### src/rtl/shift_add_mult_seq_pkg.sv
// Shared types for the shift-and-add multiply sequencer.
// FSM state encodings and default operand width.
package shift_add_mult_seq_pkg;

  localparam int WIDTH_DEF = 4;

  typedef enum logic [1:0] {
    IDLE = 2'd0,
    LOAD = 2'd1,
    RUN  = 2'd2,
    FIN  = 2'd3
  } state_t;

endpackage

### src/rtl/shift_add_mult_seq_if.sv
// Request/result bundle of the multiply sequencer.
// master issues operands; slave returns busy/done/product.
interface shift_add_mult_seq_if
  import shift_add_mult_seq_pkg::*;
#(
  parameter int WIDTH = WIDTH_DEF
);

  logic               start;
  logic [WIDTH-1:0]   a_in;
  logic [WIDTH-1:0]   b_in;
  logic               busy;
  logic               done;
  logic [2*WIDTH-1:0] product;
  logic               dp_load;
  logic               dp_ctrl;

  modport master (
    output start, a_in, b_in,
    input  busy, done, product,
    input  dp_load, dp_ctrl
  );

  modport slave (
    input  start, a_in, b_in,
    output busy, done, product,
    output dp_load, dp_ctrl
  );

endinterface

### src/rtl/shift_add_mult_seq_datapath.sv
// Shift-and-add multiplier datapath: P/Q/M/C registers,
// adder and right shifter of {C,P,Q}.
module shift_add_datapath
  import shift_add_mult_seq_pkg::*;
#(
  parameter int WIDTH = WIDTH_DEF
) (
  input  logic               clk,
  input  logic               rst_n,
  input  logic               load,
  input  logic               ctrl,
  input  logic [WIDTH-1:0]   a,
  input  logic [WIDTH-1:0]   b,
  output logic [2*WIDTH-1:0] pq
);

  logic [WIDTH-1:0] p;
  logic [WIDTH-1:0] q;
  logic [WIDTH-1:0] m;
  logic             c;
  logic [WIDTH:0]   sum;

  // Add and shift happen in one edge, so the carry lands in
  // P's MSB right away and C only ever holds zero between edges.
  always_comb begin
    sum = {c, p};
    if (q[0]) sum = {1'b0, p} + {1'b0, m};
  end

  always_ff @(posedge clk or negedge rst_n) begin
    if (!rst_n) begin
      p <= '0;
      q <= '0;
      m <= '0;
      c <= 1'b0;
    end else if (load) begin
      m <= a;
      q <= b;
      p <= '0;
      c <= 1'b0;
    end else if (ctrl) begin
      p <= sum[WIDTH:1];
      q <= {sum[0], q[WIDTH-1:1]};
      c <= 1'b0;
    end
  end

  assign pq = {p, q};

endmodule

### src/rtl/shift_add_mult_seq.sv
// Start/busy/done sequencer around the shift-and-add datapath.
// Runs exactly WIDTH iterations per accepted start.
module shift_add_mult_seq
  import shift_add_mult_seq_pkg::*;
#(
  parameter int WIDTH = WIDTH_DEF
) (
  input logic                 clk,
  input logic                 rst_n,
  shift_add_mult_seq_if.slave bus
);

  localparam int CNT_W = (WIDTH > 2) ? $clog2(WIDTH) : 1;

  state_t             state;
  state_t             state_n;
  logic [CNT_W-1:0]   cnt;
  logic [WIDTH-1:0]   a_cap;
  logic [WIDTH-1:0]   b_cap;
  logic [2*WIDTH-1:0] pq;
  logic [2*WIDTH-1:0] product;
  logic               done;
  logic               load;
  logic               ctrl;

  shift_add_datapath #(
    .WIDTH (WIDTH)
  ) u_dp (
    .clk   (clk),
    .rst_n (rst_n),
    .load  (load),
    .ctrl  (ctrl),
    .a     (a_cap),
    .b     (b_cap),
    .pq    (pq)
  );

  always_ff @(posedge clk or negedge rst_n) begin
    if (!rst_n) state <= IDLE;
    else        state <= state_n;
  end

  always_comb begin
    state_n = state;
    load    = 1'b0;
    ctrl    = 1'b0;
    unique case (state)
      IDLE: if (bus.start) state_n = LOAD;
      LOAD: begin
        load    = 1'b1;
        state_n = RUN;
      end
      RUN: begin
        ctrl = 1'b1;
        if (cnt == '0) state_n = FIN;
      end
      FIN: state_n = IDLE;
    endcase
  end

  always_ff @(posedge clk or negedge rst_n) begin
    if (!rst_n) begin
      cnt     <= '0;
      a_cap   <= '0;
      b_cap   <= '0;
      product <= '0;
      done    <= 1'b0;
    end else begin
      done <= (state == FIN);
      if (state == IDLE && bus.start) begin
        a_cap <= bus.a_in;
        b_cap <= bus.b_in;
      end
      if (state == LOAD) cnt <= CNT_W'(WIDTH - 1);
      if (state == RUN)  cnt <= cnt - CNT_W'(1);
      if (state == FIN)  product <= pq;
    end
  end

  assign bus.busy    = (state != IDLE);
  assign bus.done    = done;
  assign bus.product = product;
  assign bus.dp_load = load;
  assign bus.dp_ctrl = ctrl;

endmodule

### src/flat_wrapper.sv
// flat-port wrapper written by rule: the top's interface ports become plain ports
module shift_add_mult_seq_flat import shift_add_mult_seq_pkg::*;
#(
  parameter int WIDTH = WIDTH_DEF
)
  (clk, rst_n, bus_start, bus_a_in, bus_b_in, bus_busy, bus_done, bus_product, bus_dp_load, bus_dp_ctrl);
  shift_add_mult_seq_if #(.WIDTH(WIDTH)) bus_i ();
  input logic clk;
  input logic rst_n;
  input wire logic [$bits(bus_i.start)-1:0] bus_start;
  input wire logic [$bits(bus_i.a_in)-1:0] bus_a_in;
  input wire logic [$bits(bus_i.b_in)-1:0] bus_b_in;
  output wire logic [$bits(bus_i.busy)-1:0] bus_busy;
  output wire logic [$bits(bus_i.done)-1:0] bus_done;
  output wire logic [$bits(bus_i.product)-1:0] bus_product;
  output wire logic [$bits(bus_i.dp_load)-1:0] bus_dp_load;
  output wire logic [$bits(bus_i.dp_ctrl)-1:0] bus_dp_ctrl;
  assign bus_i.start = bus_start;
  assign bus_i.a_in = bus_a_in;
  assign bus_i.b_in = bus_b_in;
  assign bus_busy = bus_i.busy;
  assign bus_done = bus_i.done;
  assign bus_product = bus_i.product;
  assign bus_dp_load = bus_i.dp_load;
  assign bus_dp_ctrl = bus_i.dp_ctrl;
  shift_add_mult_seq #(.WIDTH(WIDTH)) u_core (.clk(clk), .rst_n(rst_n), .bus(bus_i));
endmodule
### config.mk
export PLATFORM = sky130hd
export DESIGN_NAME = shift_add_mult_seq_flat
export DESIGN_NICKNAME = d
export VERILOG_FILES = /design/src/rtl/shift_add_mult_seq_pkg.sv /design/src/rtl/shift_add_mult_seq_if.sv /design/src/rtl/shift_add_mult_seq_datapath.sv /design/src/rtl/shift_add_mult_seq.sv /design/src/flat_wrapper.sv
export SDC_FILE = /design/constraint.sdc
export NUM_CORES = 1
export LEC_CHECK = 0
export CORE_MARGIN = 8
export CORE_UTILIZATION = 45
export CTS_CLUSTER_SIZE = 12
export DETAILED_ROUTE_END_ITERATION = 10
export GPL_TIMING_DRIVEN = 1
export PLACE_DENSITY = 0.68
export SETUP_SLACK_MARGIN = 0.4
export SLEW_MARGIN = 20
export SYNTH_ARGS = -nofsm -noshare
export SYNTH_HDL_FRONTEND = slang
export SYNTH_SLANG_ARGS = --single-unit
### constraint.sdc
create_clock -name clk -period 2 [get_ports clk]
set_input_delay 0.5 -clock clk [delete_from_list [all_inputs] [get_ports clk]]
set_output_delay 0.5 -clock clk [all_outputs]
set_load 0.02 [all_outputs]
### Word level (Yosys, flattened, before mapping)

Cells that the tools add are included.
Widths: inputs -> output; s select.

* output and inout port bits: 12
* bits in registers: 34
* input port bits: 11
* logic and storage cells: 38

* add/sub/neg operators: 2
* eq/ne operators: 5
* mux-type cells: 14
* reduce and logical (&&, ||, !) cells: 7

Operators by type and width (count)
* $mux 4: 4
* $mux 2: 4
* $pmux 2 s4: 1
* $reduce_bool 2->1: 3
* $add 4x4->5: 1
* $mux 5: 1
* $eq 2x2->1 const B: 2
* $logic_not 2->1: 2
* $mux 1: 4
* $eq 2x1->1 const B: 1
* $ne 2x1->1 const B: 1
* $ne 2x2->1 const B: 1
* $reduce_and 2->1: 1
* $sub 2x1->2 const B: 1
* $logic_and 1x1->1: 1

### Depth between registers and ports, before layout

* depth in word-level cells: 4
* depth in mapped cells: 7
* mapped depth without buffers: 7

### Hierarchy

From an unflattened synthesis, not the netlist that was laid out.

* cells, all modules: 126
* area total of the unflattened synthesis: 1581.5 sq um

Modules (own cells, without submodules)
* shift_add_mult_seq: sequential area each 525.5 sq um, area each 887.1 sq um, cells an instance 60, instances 1
* shift_add_datapath: sequential area each 300.3 sq um, area each 694.4 sq um, cells an instance 66, instances 1

### Worst setup path before layout

Ideal clock, no wire load.

* path kind: reg-to-reg
* start point: register u_core.state[1]
* end point: register u_core.u_dp.m[0]
* period minus slack after synthesis: 1471 ps
* cell stages (with the launch flop): 5
* setup time: 125 ps
* arrival time: 1346 ps
* buffers on the path: 1
* required time: 1875 ps
* setup slack: 529 ps
* cells stage by stage: dfrtp_1 > inv_1 > ha_1 > buf_4 > mux2_2

* word-level cells in the longest chain between the ends: 2

RTL lines
* start: declaration: line shift_add_mult_seq.sv:15 `state_t state;`
* start signal: assignment: line shift_add_mult_seq.sv:40 `else state <= state_n;`
* $eq 2x1->1: line shift_add_mult_seq.sv:47 `unique case (state)`
* $mux 1: line shift_add_mult_seq.sv:47
* named net bus_dp_load: line flat_wrapper.sv:16 `output wire logic [$bits(bus_i.dp_load)-1:0] bus_dp_load;`
* end signal: assignment: line shift_add_mult_seq_datapath.sv:34 `m <= '0;`
* end signal: assignment: line shift_add_mult_seq_datapath.sv:37 `m <= a;`
* end: declaration: line shift_add_mult_seq_datapath.sv:19 `logic [WIDTH-1:0] m;`

The timed path passes the listed nets, and every way through them passes these cells.
A chain may end at the register's enable or synchronous reset.

### Worst setup path in the final report

* start point: register u_core.state[1]
* end point: output bus_dp_ctrl

* word-level cells in the longest chain between the ends: 2

RTL lines
* $eq 2x2->1: line shift_add_mult_seq.sv:47
* $mux 1: line shift_add_mult_seq.sv:47
* end: declaration: line flat_wrapper.sv:17 `output wire logic [$bits(bus_i.dp_ctrl)-1:0] bus_dp_ctrl;`

Every way passes these cells.

==> metrics.md <==
| Metric | Value |
|---|---|
| FF+latch count, synth | `33` |
| Vias | `980` |
| Initial DRT Pass Iterations | `4` |
| Reg-to-reg startpoint | `u_core.state[0]` |
| WL final | `around 2.9 mm` |
| Worst reg2reg path depth | `4` |
| Setup TNS | `0 ns` |
| Wire per inst | `14.3 microns` |
| Die area | `5580 sq um` |
| Status | `finished clean` |
| Clk Tree Root Cell | `clkbuf_4` |
| DRT iter0 DRCs | `35` |
| Ratio of cells with drive above 1 in the final layout | `33.1%` |
| RR Endpoint | `u_core.bus.product[7]` |
| Area leader, netlist | `dfrtp_1` |
| Yosys warns | `0` |
| Die width | `about 75 microns` |
| Max Slew Vio Count | `0` |
| Worst Hold Class | `reg2reg` |
| Endpoints failing hold | `0` |
| Reg clk slew, reported paths | `0.10 ns` |
| Core ar. | `~3300 sq um` |
| Top-area cell type share of the netlist area | `53.3%` |
| Hold_buf cts | `0` |
| Max clock buf depth | `2` |
| Hold Path End | `u_core.bus.product[6]` |
| RSZ-0062 raised after global routing | `true` |
| Crit start category | `register` |
| CP max stage delay | `0.46 ns` |
| Via density | `4.90` |
| H-tree depth | `2` |
| Async SR Flop Fraction | `100%` |
| GRT Util Overall | `11.5%` |
| RePlAce Congestion | `0.752` |
| Pwr per Cell Area | `between 1500 and 2000 nW/um^2` |
| Most used cell, CP | `buf_6` |
| Worst hold stages | `1` |
| Final Non-Filler Cells | `200` |
| Synth Area per Inst | `approximately 13 sq um` |
| Largest net degree at the start of global routing | `34` |
| Tcrit/Tclk final | `between 80% and 90%` |
| Vias in the first global route | `1024` |
| Mapped Area | `1550 sq um` |
| Ant diodes | `0` |
| Setup skew after layout | `0.00893 ns` |
| Buffers & Inverters on Critical Path | `2` |
| Number of enable flip-flop cells after synthesis | `0` |
| Final hold slack | `0.507 ns` |
| DP Area | `1820 sq um` |
| Slew margin rel. | `70.0%` |
| Total power | `3.57 mW` |
| Slew @ Worst Pin | `~0.45 ns` |
| Most area-consuming cells after synthesis | `dfrtp_1, mux2_2, ha_1, mux2i_1, inv_1` |
| Dpl ws | `around 0.084 ns` |
| R2r setup slk | `0.45 ns` |
| Total grt overflow | `0` |
| CTS sink count | `33` |
| Post-route setup slack | `0.314 ns` |
| CTS Buf Count | `5` |
| Peak VDD IR | `1.27 mV` |
| Layout Nets | `175` |
| Worst Path Required | `1.50 ns` |
| First-pass GRT wire length | `4.77 mm` |
| Number of max-cap violations | `0` |
| Cells after DPL | `187` |
| Peak Freq | `593 MHz` |
| Post-route ant nets | `0` |
| I/O pin total | `23` |
| Commonest non-fill, non-tap cells in the layout | `dfrtp_1, mux2_2, clkdlybuf4s50_1, inv_1` |
| Final HPWL DP | `between 2 and 2.5 mm` |
| Family with the most delay on the worst path | `flip-flops` |
| Crit. End Element | `output pin` |
| Worst Path Arrival | `1.19 ns` |
| HP Start | `u_core.bus.product[6]` |
| Syn Inst Count | `121` |
| Area Overhead vs Synth | `28.3%` |
| Final setup fails | `0` |
| Commonest non-fill, non-tap cell in the layout | `dfrtp_1` |
| Die Y | `~75 microns` |
| Initial antenna violation count | `0` |
| Synth unique cells | `29` |
| Seq/Total Area, Yosys | `a little over half` |
| CP cell instances | `buf_6, ha_4, buf_6` |
| Crit path max fanout | `4` |
| Layout Utilization | `between 60% and 70%` |
| Static leakage | `between 0.9 and 1 nW` |
| IO buf count | `22` |
| Skew-Pair Late Insertion Delay | `0.33 ns` |
| Initial Utilization | `46.8%` |
| Fin area | `1990 sq um` |
| DRC | `0` |
| CP max stage cell | `dfrtp_2` |
| Top_reg_cell synth | `dfrtp_1` |
| TritonCTS clock tree | `yes` |
| Post-synth net total | `143` |
| Num rows | `21` |
| Fin crit period | `1.69 ns` |
| Critical path class | `reg2out` |
routing by layer:
| metal | vias to the layer above | routed length, microns | global-route usage [%] |
|---|---|---|---|
| met1 | 477 | 1260 | 13.3 |
| met5 | - | 0 | 0 |
| met3 | 6 | 164 | 4.93 |
| li1 | 480 | - | - |
| met4 | 0 | 48 | 4.57 |
| met2 | 17 | 1380 | 18.3 |
sequential cells by signal, indices dropped and copies added, names as in the netlist:
name / count
u_core.u_dp.q: 4
u_core.bus.done: 1
u_core.bus.product: 8
u_core.a_cap: 4
u_core.u_dp.p: 4
u_core.u_dp.m: 4
u_core.cnt: 2
u_core.b_cap: 4
u_core.state: 2
repair_timing:
action                     CTS  global route
gates cloned                 0             0
gates resized for setup     32            12
setup endpoints to repair   16            12
buffers inserted             3             2
synth_stat cells, types with 3 or more instances:
library cell and count:
dfrtp_1 33, mux2_2 20, inv_1 12, ha_1 10, a21oi_1 5, mux2i_1 5
nor2_1 5, buf_2 3, o22ai_1 3
worst max-delay path by stage:
| stage | from | endpoint | slack, ns | cells past startpoint |
|---|---|---|---|---|
| final | u_core.state[1] | bus_dp_ctrl | 0.31 | 3 |
| after global routing | u_core.state[1] | bus_busy | 0.26 | 4 |
| after CTS | u_core.state[1] | bus_busy | 0.18 | 4 |
| after detailed placement | u_core.state[0] | bus_busy | 0.08 | 4 |
| after global placement | u_core.state[0] | bus_busy | 0.13 | 4 |
| after floorplan | u_core.state[1] | u_core.u_dp.m[0] | 0.53 | 4 |
cell families after synthesis:
family / after synthesis / share of synthesized area [%]
adders and majority gates: 11 / 9.37
muxes: 27 / 19.7
xor gates and xnor gates: 2 / 1.13
DFF: 33 / 53.3
AOI/OAI and AO/OA: 18 / 7.27
and+or+nand+nor: 13 / 4.12
buffers and inverters: 17 / 5.09
report_power, final:
part,internal [mW],switching [mW],leakage (nW)
clock,0.299,0.219,0.0455
combinational,0.970,0.877,0.486
sequential,0.998,0.212,0.396
worst register-to-register path, stage by stage (launching register included):
cell	delay, ns
dfrtp_1	0.38
buf_4	0.14
buf_4	0.11
ha_1	0.43
mux2_2	0.39
final cells by class:
| class | count | area [sq um] |
|---|---|---|
| clock buffers | 7 | 55.1 |
| clock inverters | 1 | 30.0 |
| fillers | 289 | 1320 |
| inverters | 12 | 47.5 |
| multi-input cells | 71 | 688 |
| flip-flops and latches | 33 | 827 |
| well taps | 46 | 57.6 |
| repair buffers | 30 | 282 |
(Power assumes the default switching activity.)
==> edit 1: new RTL, same flow settings <==
Set the package constant `WIDTH_DEF` to 2 (it was 4).
--- a/src/rtl/shift_add_mult_seq_pkg.sv
+++ b/src/rtl/shift_add_mult_seq_pkg.sv
@@ -2,7 +2,7 @@
 // FSM state encodings and default operand width.
 package shift_add_mult_seq_pkg;
 
-  localparam int WIDTH_DEF = 4;
+  localparam int WIDTH_DEF = 2;
 
   typedef enum logic [1:0] {
     IDLE = 2'd0,
Ports: changed (resized bus_a_in, bus_b_in and bus_product); port bits go from 23 to 15. No check against the original RTL was run, so the function may have changed too.
==> edit 1 against the original RTL <==
Setup slack better by 0.024 ns. Final area decreased by 41%. Register-to-register slack lost 0.02 ns. Area after synthesis is 47% lower. Clock power is 56% lower. Global-route usage shrank 1.8 points. Count of clock-buffer cells in the layout shrank 3. Wire length decreased by 48%. Total power decreased by 43%. Sequential cell count decreased by 15. Combinational power shrank 38%. Non-clock buffer count is 3 lower. Critical path type unchanged. Critical endpoint unchanged. Largest cell class unchanged.
==> edit 1: results (changes against the original RTL) <==
Logic synthesis
  • Yosys warning total: 0 (unchanged)
  • Async set-or-reset flop fraction in the synthesized netlist: 100% (unchanged)
  • Per-instance average area after synthesis: 13.7 um^2 (+7.3%)
  • Most used flip-flop cell after synthesis: dfrtp_1
  • Synth area leaders: dfrtp_1 55%, mux2_2 14%, ha_1 9.1%
  • List of most frequent post-synthesis cells: 18 x dfrtp_1, 10 x mux2_2, 6 x ha_1
  • Post-synthesis cell type count: 21 (-28%)
  • Sequential area share after synthesis: 54.6% (+1.3 points)
  • Net count after synthesis: 74 (-48%)

STA
  • Final hold vios: 0 (unchanged)
  • Slew at the pin closest to its max-slew limit: 0.224 ns (-0.226 ns)
  • Worst-case clock skew: 0.00395 ns (-0.00498 ns)

Detailed routing
  • Vias after detailed routing: 544 (-44%)
  • First-iteration detailed-routing DRC count: 10 (-71%)
  • DRT Pass-1 Iters: 4 (unchanged)
  • Post-detailed-route wirelength per cell: 12.9 um (-9.5%)
  • Total wire length after detailed routing: 1490 um (-48%)

Placed design
  • PortBufs: 14 (-36%)
  • Global placer's final weighted congestion: 0.778 (+3.4%)
  • Cells after DPL: 100 (-47%)
  • Pre-CTS setup slack: 0.108 ns (+0.0240 ns)

Final layout
  • Ratio of cells with drive above 1 in the final layout: 44.4% (+11 points)
  • Most flop-heavy register: u_core.bus.product
  • Number of filler cells placed in the layout: 134 (-54%)
  • Flip-flop count of the largest register after layout: 4 (-4)
  • Net count of the finished layout: 105 (-40%)
  • Antenna Diode Count: 0 (unchanged)

Worst setup path
  • Slowest cell delay on critical path: 0.43 ns (-0.03 ns)
  • Cell with the largest stage delay on the worst path: dfrtp_1
  • Dominant delay contributor by cell family on the critical path: flip-flops
  • Crit path max fanout: 4 (unchanged)
  • Critical Path AT: 1.16 ns (-0.03 ns)

GRT
  • Number of antenna violations at the first check in global routing: 0 (unchanged)
  • Vias in the first global route: 602 (-41%)
  • Largest net degree at the start of global routing: 19 (-44%)
  • First-pass GRT wire length: 2640 um (-45%)
  • Total track usage: 9.69% (-1.8 points)

CTS
  • Worst-path clk slew: 0.10 ns (about the same)
  • Maximum clock insertion buffer count: 2 (unchanged)
  • Clock root buffer: clkbuf_4
  • Worst-skew pair later-pin latency: 0.29 ns (-0.04 ns)
  • H-tree Lvls: 1 (-1)
  • CTS buffer count: 3 (-2)

Worst hold path
  • Hold Crit Class: in2async

Pwr
  • Max rail drop VDD: 1150 uV (-9.4%)
  • Leak: 0.550 nW (-41%)

Outcome
  • Result of the run: complete, no violations
## edit 1: cells by family (layout without fill, tap and decap cells)
group	after synthesis	in the layout	synth area share, %
buffers and inverters	6	36	2.88
AO/OA/AOI/OAI	8	8	6.68
multiplexers	14	14	19.1
adder cells (fa/ha/maj)	7	7	11.5
flip-flops	18	18	54.6
AND/OR/NAND/NOR	7	7	5.16
## edit 1: per-stage QoR
stage	hold WS, ns	instance area (um^2)
after floorplan	0.204	825
after detailed placement	0.497	1010
after global placement	0.487	1010
after CTS	0.516	1110
final	0.510	1180
after global routing	0.525	1180
## edit 1: worst register-to-register path: stages (launching register included)
cell,delay [ns]
dfrtp_1,0.42
inv_2,0.09
ha_4,0.17
buf_6,0.11
buf_6,0.10
nor2b_4,0.12
a21oi_2,0.15
mux2_4,0.31
## edit 1: report_power, final
part | switching (mW) | internal [mW]
Clock | 0.114 | 0.111
Sequential | 0.119 | 0.535
Combinational | 0.491 | 0.660
## edit 1: final timing paths
| kind | startpoint | end | slack, ns | depth (start not counted) |
|---|---|---|---|---|
| worst max-delay path | u_core.state[1] | bus_dp_ctrl | 0.34 | 3 |
| worst min-delay path | rst_n | u_core.u_dp.p[0] | 0.51 | 2 |
| worst max register to register | u_core.state[1] | u_core.state[1] | 0.43 | 7 |
| worst min register to register | u_core.bus.product[1] | u_core.bus.product[1] | 0.51 | 1 |
| max in group asynchronous | rst_n | u_core.state[0] | 1.28 | 2 |
| min in group clk | u_core.bus.product[1] | u_core.bus.product[1] | 0.51 | 1 |
## edit 1: repair_timing
action                                  4_1_cts  5_1_grt
hold buffers                                  0        0
pin swaps                                     1        2
resized for setup                            29        9
gates cloned                                  0        0
endpoints found under the setup margin        8        4
setup buffers                                 6        5
## edit 1: layout make-up
cell class | instances | share of cell area [%]
clock buffer | 4 | 3.08
inverter | 5 | 1.80
multi-input combinational | 36 | 32.9
sequential | 18 | 38.3
tap | 25 | 2.65
timing repair buffer | 27 | 21.2
## edit 1: metal layers
layer,GRT usage [%],part of all wire (%),routed length [um],vias up
met5,0,0,0,-
met3,3.48,6.1,91,4
li1,-,-,-,267
met1,11.1,46,681,260
met4,4.10,1.5,23,0
met2,15.9,46,689,13
==> edit 2: new RTL, config.mk and constraints unchanged <==
Without the edit above. Reset style: synchronous (`rst_n`), changed in 3 clocked blocks.
--- a/src/rtl/shift_add_mult_seq_datapath.sv
+++ b/src/rtl/shift_add_mult_seq_datapath.sv
@@ -27,7 +27,7 @@
     if (q[0]) sum = {1'b0, p} + {1'b0, m};
   end
 
-  always_ff @(posedge clk or negedge rst_n) begin
+  always_ff @(posedge clk) begin
     if (!rst_n) begin
       p <= '0;
       q <= '0;
--- a/src/rtl/shift_add_mult_seq.sv
+++ b/src/rtl/shift_add_mult_seq.sv
@@ -35,7 +35,7 @@
     .pq    (pq)
   );
 
-  always_ff @(posedge clk or negedge rst_n) begin
+  always_ff @(posedge clk) begin
     if (!rst_n) state <= IDLE;
     else        state <= state_n;
   end
@@ -58,7 +58,7 @@
     endcase
   end
 
-  always_ff @(posedge clk or negedge rst_n) begin
+  always_ff @(posedge clk) begin
     if (!rst_n) begin
       cnt     <= '0;
       a_cap   <= '0;
Function: differs if rst_n is asserted again (counterexample within 4 cycles, from zero or initial values and one cycle with rst_n low); with rst_n held inactive, the same outputs for 10 cycles.
==> edit 2 against the original RTL <==
Setup slack improved by 0.079 ns. Clock power fell by 32%. Total power fell by 32%. Highest routed layer unchanged. Clock skew fell by 0.0016 ns. Sequential power fell by 27%. Largest power group unchanged. Sequential cell count did not move. Core utilization fell by 0.59 points. Wire length rose by 8.8%. Area after synthesis rose by 1.2%. Final area fell by 0.19%. Via count rose by 20%.
==> edit 2: results (changes against the original RTL) <==
Worst setup path
  • Critical Path AT: 1.11 ns (-0.08 ns)
  • Reg-to-reg endpoint: u_core.state[1]
  • End point of the critical path: bus_dp_load
  • Cell with the largest stage delay on the worst path: dfxtp_4
  • Crit path max fanout: 3 (-1)
  • Worst R2R Start: u_core.state[0]
  • Internal reg-to-reg setup slack: 0.43 ns (-0.02 ns)

STA
  • Worst hold slack: 0.472 ns (-0.0349 ns)
  • Final worst path period share: 80.4% (-4.0 points)
  • Slew at the pin closest to its max-slew limit: 0.519 ns (+0.0683 ns)

Placed design
  • Cells after DPL: 225 (+20%)
  • Global placer's final weighted congestion: 0.819 (+8.9%)
  • Pre-CTS setup slack: 0.111 ns (+0.0278 ns)
  • DP Wirelength: 2290 um (+14%)

Final layout
  • Net count of the finished layout: 215 (+23%)
  • Final non-filler cell area: 1980 um^2 (-0.19%)
  • Ratio of cells with drive above 1 in the final layout: 19.1% (-14 points)

Logic synthesis
  • Number of standard cells after synthesis: 162 (+34%)
  • Synth area leaders: dfxtp_1 42%, mux2i_1 13%, ha_1 8.0%
  • Mux contribution to synthesized area: 12.8% (-6.9 points)
  • Sequential area share after synthesis: 42.1% (-11 points)
  • Post-synthesis cell type count: 30 (+3.4%)
  • Net count after synthesis: 184 (+29%)
  • Post-Synth Adder-Cell Area: 9.26% (-0.11 points)
  • List of most frequent post-synthesis cells: 33 x dfxtp_1, 20 x mux2i_1, 15 x nor2b_1
  • Async set-or-reset flop fraction in the synthesized netlist: 0% (-100 points)
  • Area share of xor/xnor cells in the synthesized design: 0.559% (-0.57 points)

Pwr
  • Leak: 0.821 nW (-12%)
  • Max rail drop VDD: 599 uV (-53%)

Detailed routing
  • First-iteration detailed-routing DRC count: 40 (+14%)
  • Met1 WL: 1430 um (+13%)
  • Met2 layer wire length in the routed design: 1450 um (+5.1%)
  • Post-detailed-route wirelength per cell: 12.9 um (-9.4%)
  • Met3 wirelength from detailed routing: 177 um (+7.9%)
  • Number of vias per cell after detailed routing: 4.92 (+0.34%)

Worst hold path
  • End point of the worst hold path: u_core.b_cap[0]
  • Hold Startpoint: u_core.b_cap[0]

GRT
  • Largest net degree at the start of global routing: 22 (-35%)
  • Vias in the first global route: 1153 (+13%)
  • First-pass GRT wire length: 4930 um (+3.3%)

Outcome
  • Result of the run: complete, no violations
[edit 2: routing by layer]
layer  global-route usage [%]  vias to the layer above
met3                     5.19                        5
met4                     5.22                        0
met1                     12.4                      540
li1                         -                      611
met2                     19.8                       24
met5                        0                        -
[edit 2: report_power, final]
group	total (mW)	switching (mW)	internal (mW)
clock	0.354	0.221	0.134
combinational	1.18	0.586	0.592
sequential	0.889	0.108	0.781
[edit 2: cell type report]
type                            count  area share (%)
Timing Repair Buffer               34            15.6
Inverter                           10            2.27
Clock inverter                      2           0.505
Sequential cell                    33            33.7
Tap cell                           46            2.90
Clock buffer                        6            2.08
Multi-Input combinational cell    109            42.9
[edit 2: logic make-up (layout without fill, tap and decap cells)]
| logic type | Yosys count | count (layout) |
|---|---|---|
| and+or+nand+nor | 48 | 48 |
| DFF | 33 | 33 |
| AOI/OAI and AO/OA | 29 | 29 |
| muxes | 20 | 20 |
| buffers and inverters | 20 | 52 |
| adders and majority gates | 11 | 11 |
| xor gates and xnor gates | 1 | 1 |
